--- config.mk ---
export PLATFORM = sky130hd
export DESIGN_NAME = adc_capture_ctrl
export DESIGN_NICKNAME = d
export VERILOG_FILES = /design/src/rtl/adc_capture_ctrl.sv
export SDC_FILE = /design/constraint.sdc
export NUM_CORES = 1
export LEC_CHECK = 0
export ABC_AREA = 1
export BUFFER_PORTS_ARGS = -buffer_cell sky130_fd_sc_hd__buf_2
export CAP_MARGIN = 5
export CORE_MARGIN = 3
export CORE_UTILIZATION = 40
export DETAILED_ROUTE_END_ITERATION = 7
export PLACE_DENSITY_LB_ADDON = 0.2
export SKIP_CTS_REPAIR_TIMING = 1
export SLEW_MARGIN = 10
export SYNTH_ARGS = -nofsm -noshare
export SYNTH_HDL_FRONTEND = slang
export SYNTH_SLANG_ARGS = --single-unit
--- constraint.sdc ---
create_clock -name adc_clk -period 2.1 [get_ports adc_clk]
set_input_delay 0.21 -clock adc_clk [delete_from_list [all_inputs] [get_ports adc_clk]]
set_output_delay 0.21 -clock adc_clk [all_outputs]
set_load 0.02 [all_outputs]
--- src/rtl/adc_capture_ctrl.sv ---
// Triggered one-shot capture sequencer: settle, level-crossing trigger, then a gap-free 2^ADDR_W sample burst.
// Optional macro ADC_CAPTURE_TRIG_EN compiles in the trigger comparator and timeout; otherwise WAIT_TRIG lasts one cycle.
module adc_capture_ctrl #(
    parameter int ADDR_W        = 10,
    parameter int DATA_W        = 12,
    parameter int SETTLE_CYCLES = 256,
    parameter int TRIG_TIMEOUT  = 65535
) (
    input  logic              adc_clk,
    input  logic              rst,
    input  logic              start,
    input  logic              abort,
    input  logic [DATA_W-1:0] trig_level,
    input  logic              trig_rising,
    input  logic [DATA_W-1:0] adc_data,
    output logic              adc_buf_wr,
    output logic [ADDR_W-1:0] adc_buf_addr,
    output logic [DATA_W-1:0] adc_buf_data,
    output logic              busy,
    output logic              done,
    output logic              trig_forced,
    output logic [1:0]        dbg_state
);
    typedef enum logic [1:0] {
        S_IDLE = 2'd0,
        S_ARM  = 2'd1,
        S_WAIT = 2'd2,
        S_CAP  = 2'd3
    } state_t;

    localparam int CNT_MAX = (SETTLE_CYCLES > TRIG_TIMEOUT) ? SETTLE_CYCLES : TRIG_TIMEOUT;
    localparam int CNT_W   = $clog2(CNT_MAX + 2);

    state_t            r_state;
    state_t            w_next;
    logic [CNT_W-1:0]  r_cnt;
    logic [DATA_W-1:0] r_d1;
    logic [DATA_W-1:0] r_d2;
    logic [ADDR_W-1:0] r_addr;
    logic [DATA_W-1:0] r_data;
    logic              r_done;
    logic              r_forced;
    logic              w_start_ok;
    logic              w_forced_set;
    logic              w_last;

    assign w_last = (r_addr == {ADDR_W{1'b1}});

`ifdef ADC_CAPTURE_TRIG_EN
    logic r_rising;
    logic w_cross;
    logic w_timeout;

    // Crossing is judged on the two most recent pipelined samples, d2 older than d1.
    assign w_cross   = r_rising ? ((r_d2 < trig_level) && (r_d1 >= trig_level))
                                : ((r_d2 >= trig_level) && (r_d1 < trig_level));
    assign w_timeout = (TRIG_TIMEOUT != 0) && (r_cnt == CNT_W'(TRIG_TIMEOUT - 1));
`else
    logic w_unused_trig;
    assign w_unused_trig = ^{trig_level, trig_rising};
`endif

    always_comb begin
        w_next       = r_state;
        w_start_ok   = 1'b0;
        w_forced_set = 1'b0;
        case (r_state)
            S_IDLE: begin
                if (start) begin
                    w_start_ok = 1'b1;
                    w_next     = (SETTLE_CYCLES == 0) ? S_WAIT : S_ARM;
                end
            end
            S_ARM: begin
                if (r_cnt == CNT_W'(SETTLE_CYCLES)) w_next = S_WAIT;
            end
            S_WAIT: begin
`ifdef ADC_CAPTURE_TRIG_EN
                if (w_cross) begin
                    w_next = S_CAP;
                end else if (w_timeout) begin
                    w_next       = S_CAP;
                    w_forced_set = 1'b1;
                end
`else
                w_next = S_CAP;
`endif
            end
            S_CAP: begin
                if (w_last) w_next = S_IDLE;
            end
            default: w_next = S_IDLE;
        endcase
        if (abort) begin
            w_next       = S_IDLE;
            w_start_ok   = 1'b0;
            w_forced_set = 1'b0;
        end
    end

    always_ff @(posedge adc_clk) begin
        if (rst) begin
            r_state  <= S_IDLE;
            r_cnt    <= '0;
            r_d1     <= '0;
            r_d2     <= '0;
            r_addr   <= '0;
            r_data   <= '0;
            r_done   <= 1'b0;
            r_forced <= 1'b0;
`ifdef ADC_CAPTURE_TRIG_EN
            r_rising <= 1'b0;
`endif
        end else begin
            r_state <= w_next;
            r_d1    <= adc_data;
            r_d2    <= r_d1;
            r_cnt   <= (w_next != r_state) ? '0 : r_cnt + CNT_W'(1);
            r_done  <= (r_state == S_CAP) && w_last && !abort;
            // Each write carries the sample that sat in d1 during the preceding cycle.
            if (w_next == S_CAP) begin
                r_data <= r_d1;
                r_addr <= (r_state == S_CAP) ? r_addr + ADDR_W'(1) : '0;
            end
            if (w_start_ok) begin
                r_forced <= 1'b0;
            end else if (w_forced_set) begin
                r_forced <= 1'b1;
            end
`ifdef ADC_CAPTURE_TRIG_EN
            if (w_start_ok) r_rising <= trig_rising;
`endif
        end
    end

    assign adc_buf_wr   = (r_state == S_CAP);
    assign adc_buf_addr = r_addr;
    assign adc_buf_data = r_data;
    assign busy         = (r_state != S_IDLE);
    assign done         = r_done;
    assign trig_forced  = r_forced;
    assign dbg_state    = r_state;

endmodule

==> run summary <==
GRT Util Overall -> 0.136
CP Launch Point -> r_cnt[0]
share of the synthesized area in the top cell type -> 0.406
status -> completed
combinational power share -> 0.087
worst hold slack -> 0.0924 ns
asr flop ratio synth -> 0
drt total wl -> 5020 um
fin crit share -> 0.867
1st-iter DRT viols -> 106
RR Startpoint -> r_cnt[0]
IO buf count -> 42
Core Area -> 6390 um2
R2R depth -> 12
Ports -> 57
top cell type by total area after synthesis -> dfxtp_1
worst vdd ir -> 344 uV
dominant cells by area after synthesis -> dfxtp_1 41%, nand2_1 11%, nor2_1 10%
total negative slack -> 0 ns
Ys Warns -> 0
antenna cells -> 0
clock root buffer -> clkbuf_8
CTS max path bufs -> 2
Die H -> 87.6 um
Die Span X -> 87.6 um
DR pass1 iterations -> 4
Layout area overhead -> 16.7%
total CTS buffers -> 5
CP Capture Type -> register
HPWL after DPL -> 3440 um
Seq pwr share -> 0.544
vias per cell -> 4.38
clk sink count -> 54
clock tree from TritonCTS -> done
cell with the most instances after synthesis -> nand2_1
DRC -> 0
Seq/Total Area, Yosys -> 0.406
sw power -> 0.476 mW
EDFF count, synth -> 0
Post-Syn Area -> 2660 um2
Detail Route Antenna Nets -> 0
GPL Wtd Cong -> 0.766
HP Class -> in -> reg
Synth cell types -> 33
RSZ-0062 raised after global routing -> no
Final Hold Viols -> 0
DR WL/cell -> 10.3 um
switching share of total power -> 0.245
power density cells -> 625 nW/um2
final std cells w/o fill -> 487
Syn Inst Count -> 359
full die area -> 7670 um2
kind of critical path -> reg -> reg
crit start category -> register
f_max -> 0.549 GHz
Initial Utilization -> 0.417
syn avg cell area -> 7.42 um2
Largest stage delay, worst path -> 0.34 ns
Req. time, crit path -> 2.30 ns
share of cells above drive strength 1 -> 0.239
Crit Path Max Fanout -> 12
vias -> 2,133
stages on the worst setup path -> 12
Clock power frac -> 0.369
clock latency on the worst-skew pair -> 0.31 ns
maxcap violations -> 0
Clk pin slew, worst setup/hold paths -> 0.10 ns
pin count of the biggest net entering global routing -> 26
H-Tree Depth -> 2
fin nets -> 441
first-pass GRT wire length -> 8440 um
most common flop cell mapped by yosys -> dfxtp_1
grt total ovfl -> 0
Post-synth top cells -> 76 x nand2_1, 74 x nor2_1, 54 x dfxtp_1
critical-path cell list -> inv_1 -> ha_1 -> inv_1 -> nor2_1 -> nand2_1 -> nor2_1 -> nand3_2 -> nand2_8 -> nand2_2 -> nand4_4 -> buf_12 -> nor2_4
Tmin final -> 1.82 ns
row count -> 29
Final setup viols -> 0
min-delay src -> adc_data[6]
Design Power -> 1.94 mW
worst path bufs/invs -> 3
WP data arrival -> 2.02 ns
slowest CP cell -> dfxtp_1
syn nets -> 391
Worst Clk Skew -> 0.00684 ns
crit-path leading delay family -> simple AND/OR/NAND/NOR gates
FF+latch count, synth -> 54
internal power -> 1.47 mW
LEAKAGE -> 1.36 nW
Cells after DPL -> 478
vias in the first global route -> 1,955
Slew Viols, Final -> 0
initial antenna violation count -> 0
hold depth -> 3
[tightest hold or removal path, stage by stage]
cell	delay [ns]
buf_2	0.09
inv_1	0.04
nor2_1	0.03
[cells by family (layout without fill, tap and decap cells)]
kind of cell | Yosys count | in the layout | synth area share
other | 1 | 1 | 0.00141
AND/OR/NAND/NOR | 208 | 209 | 0.393
AO/OA/AOI/OAI | 11 | 11 | 0.0263
buffers and inverters | 67 | 117 | 0.110
flip-flops | 54 | 54 | 0.406
adder cells (fa/ha/maj) | 3 | 3 | 0.0141
XOR/XNOR | 15 | 15 | 0.0493
[per-stage QoR]
| step | cell area (um2) | utilization | setup WS [ns] |
|---|---|---|---|
| 2_1_floorplan | 2660 | - | 0.301 |
| 3_3_place_gp | 2980 | 0.467 | 0.275 |
| 3_5_place_dp | 2980 | 0.467 | 0.263 |
| 4_1_cts | 3100 | 0.485 | 0.240 |
| 5_1_grt | 3110 | 0.487 | 0.0124 |
| 6_report | 3110 | 0.487 | 0.280 |
[power by group through the flow]
stage	Combinational [mW]	Sequential, mW	Clock (mW)
floorplan	0.118	1.09	0
global placement	0.168	1.08	0
detailed placement	0.169	1.08	0
CTS	0.170	1.06	0.740
global route	0.193	1.06	0.773
finish	0.170	1.06	0.716
[cells in the final DEF (no fill, tap or decap), types with 3 or more instances in the layout]
cell and instances:
a21oi_1 9, buf_2 42, buf_4 9, clkbuf_8 5, dfxtp_1 54, ha_1 3, inv_1 53, inv_2 3
nand2_1 76, nand2_2 4, nand2_4 4, nand3_1 20, nand4_1 3, nor2_1 74, nor2_2 3, nor2_4 13
xnor2_1 7, xor2_1 8
[final timing paths]
kind              endpoint  slack (ns)
setup / recovery  r_cnt[9]        0.28
hold / removal     r_d1[6]        0.09
setup reg to reg  r_cnt[9]        0.28
hold reg to reg   r_cnt[0]        0.46
[state kept, by name, summed over array words and instances, names as in the netlist]
register / count
r_d1: 12
adc_buf_data: 12
done: 1
dbg_state: 2
r_cnt: 17
adc_buf_addr: 10
[cell type report]
class | count | area (um2)
Sequential cell | 54 | 1080
Inverter | 57 | 216
Clock inverter | 3 | 47.5
Fill cell | 635 | 3280
Timing Repair Buffer | 52 | 298
Tap cell | 77 | 96.3
Clock buffer | 5 | 68.8
Multi-Input combinational cell | 239 | 1300
[metal layers]
layer	up-vias	global-route usage	wire length, um	share of wire
li1	1168	-	-	-
met1	937	0.170	2480	0.49
met2	26	0.230	2320	0.46
met3	2	0.0357	193	0.038
met4	0	0.0418	32	0.0064
met5	-	0	0	0
(Power assumes the default switching activity.)
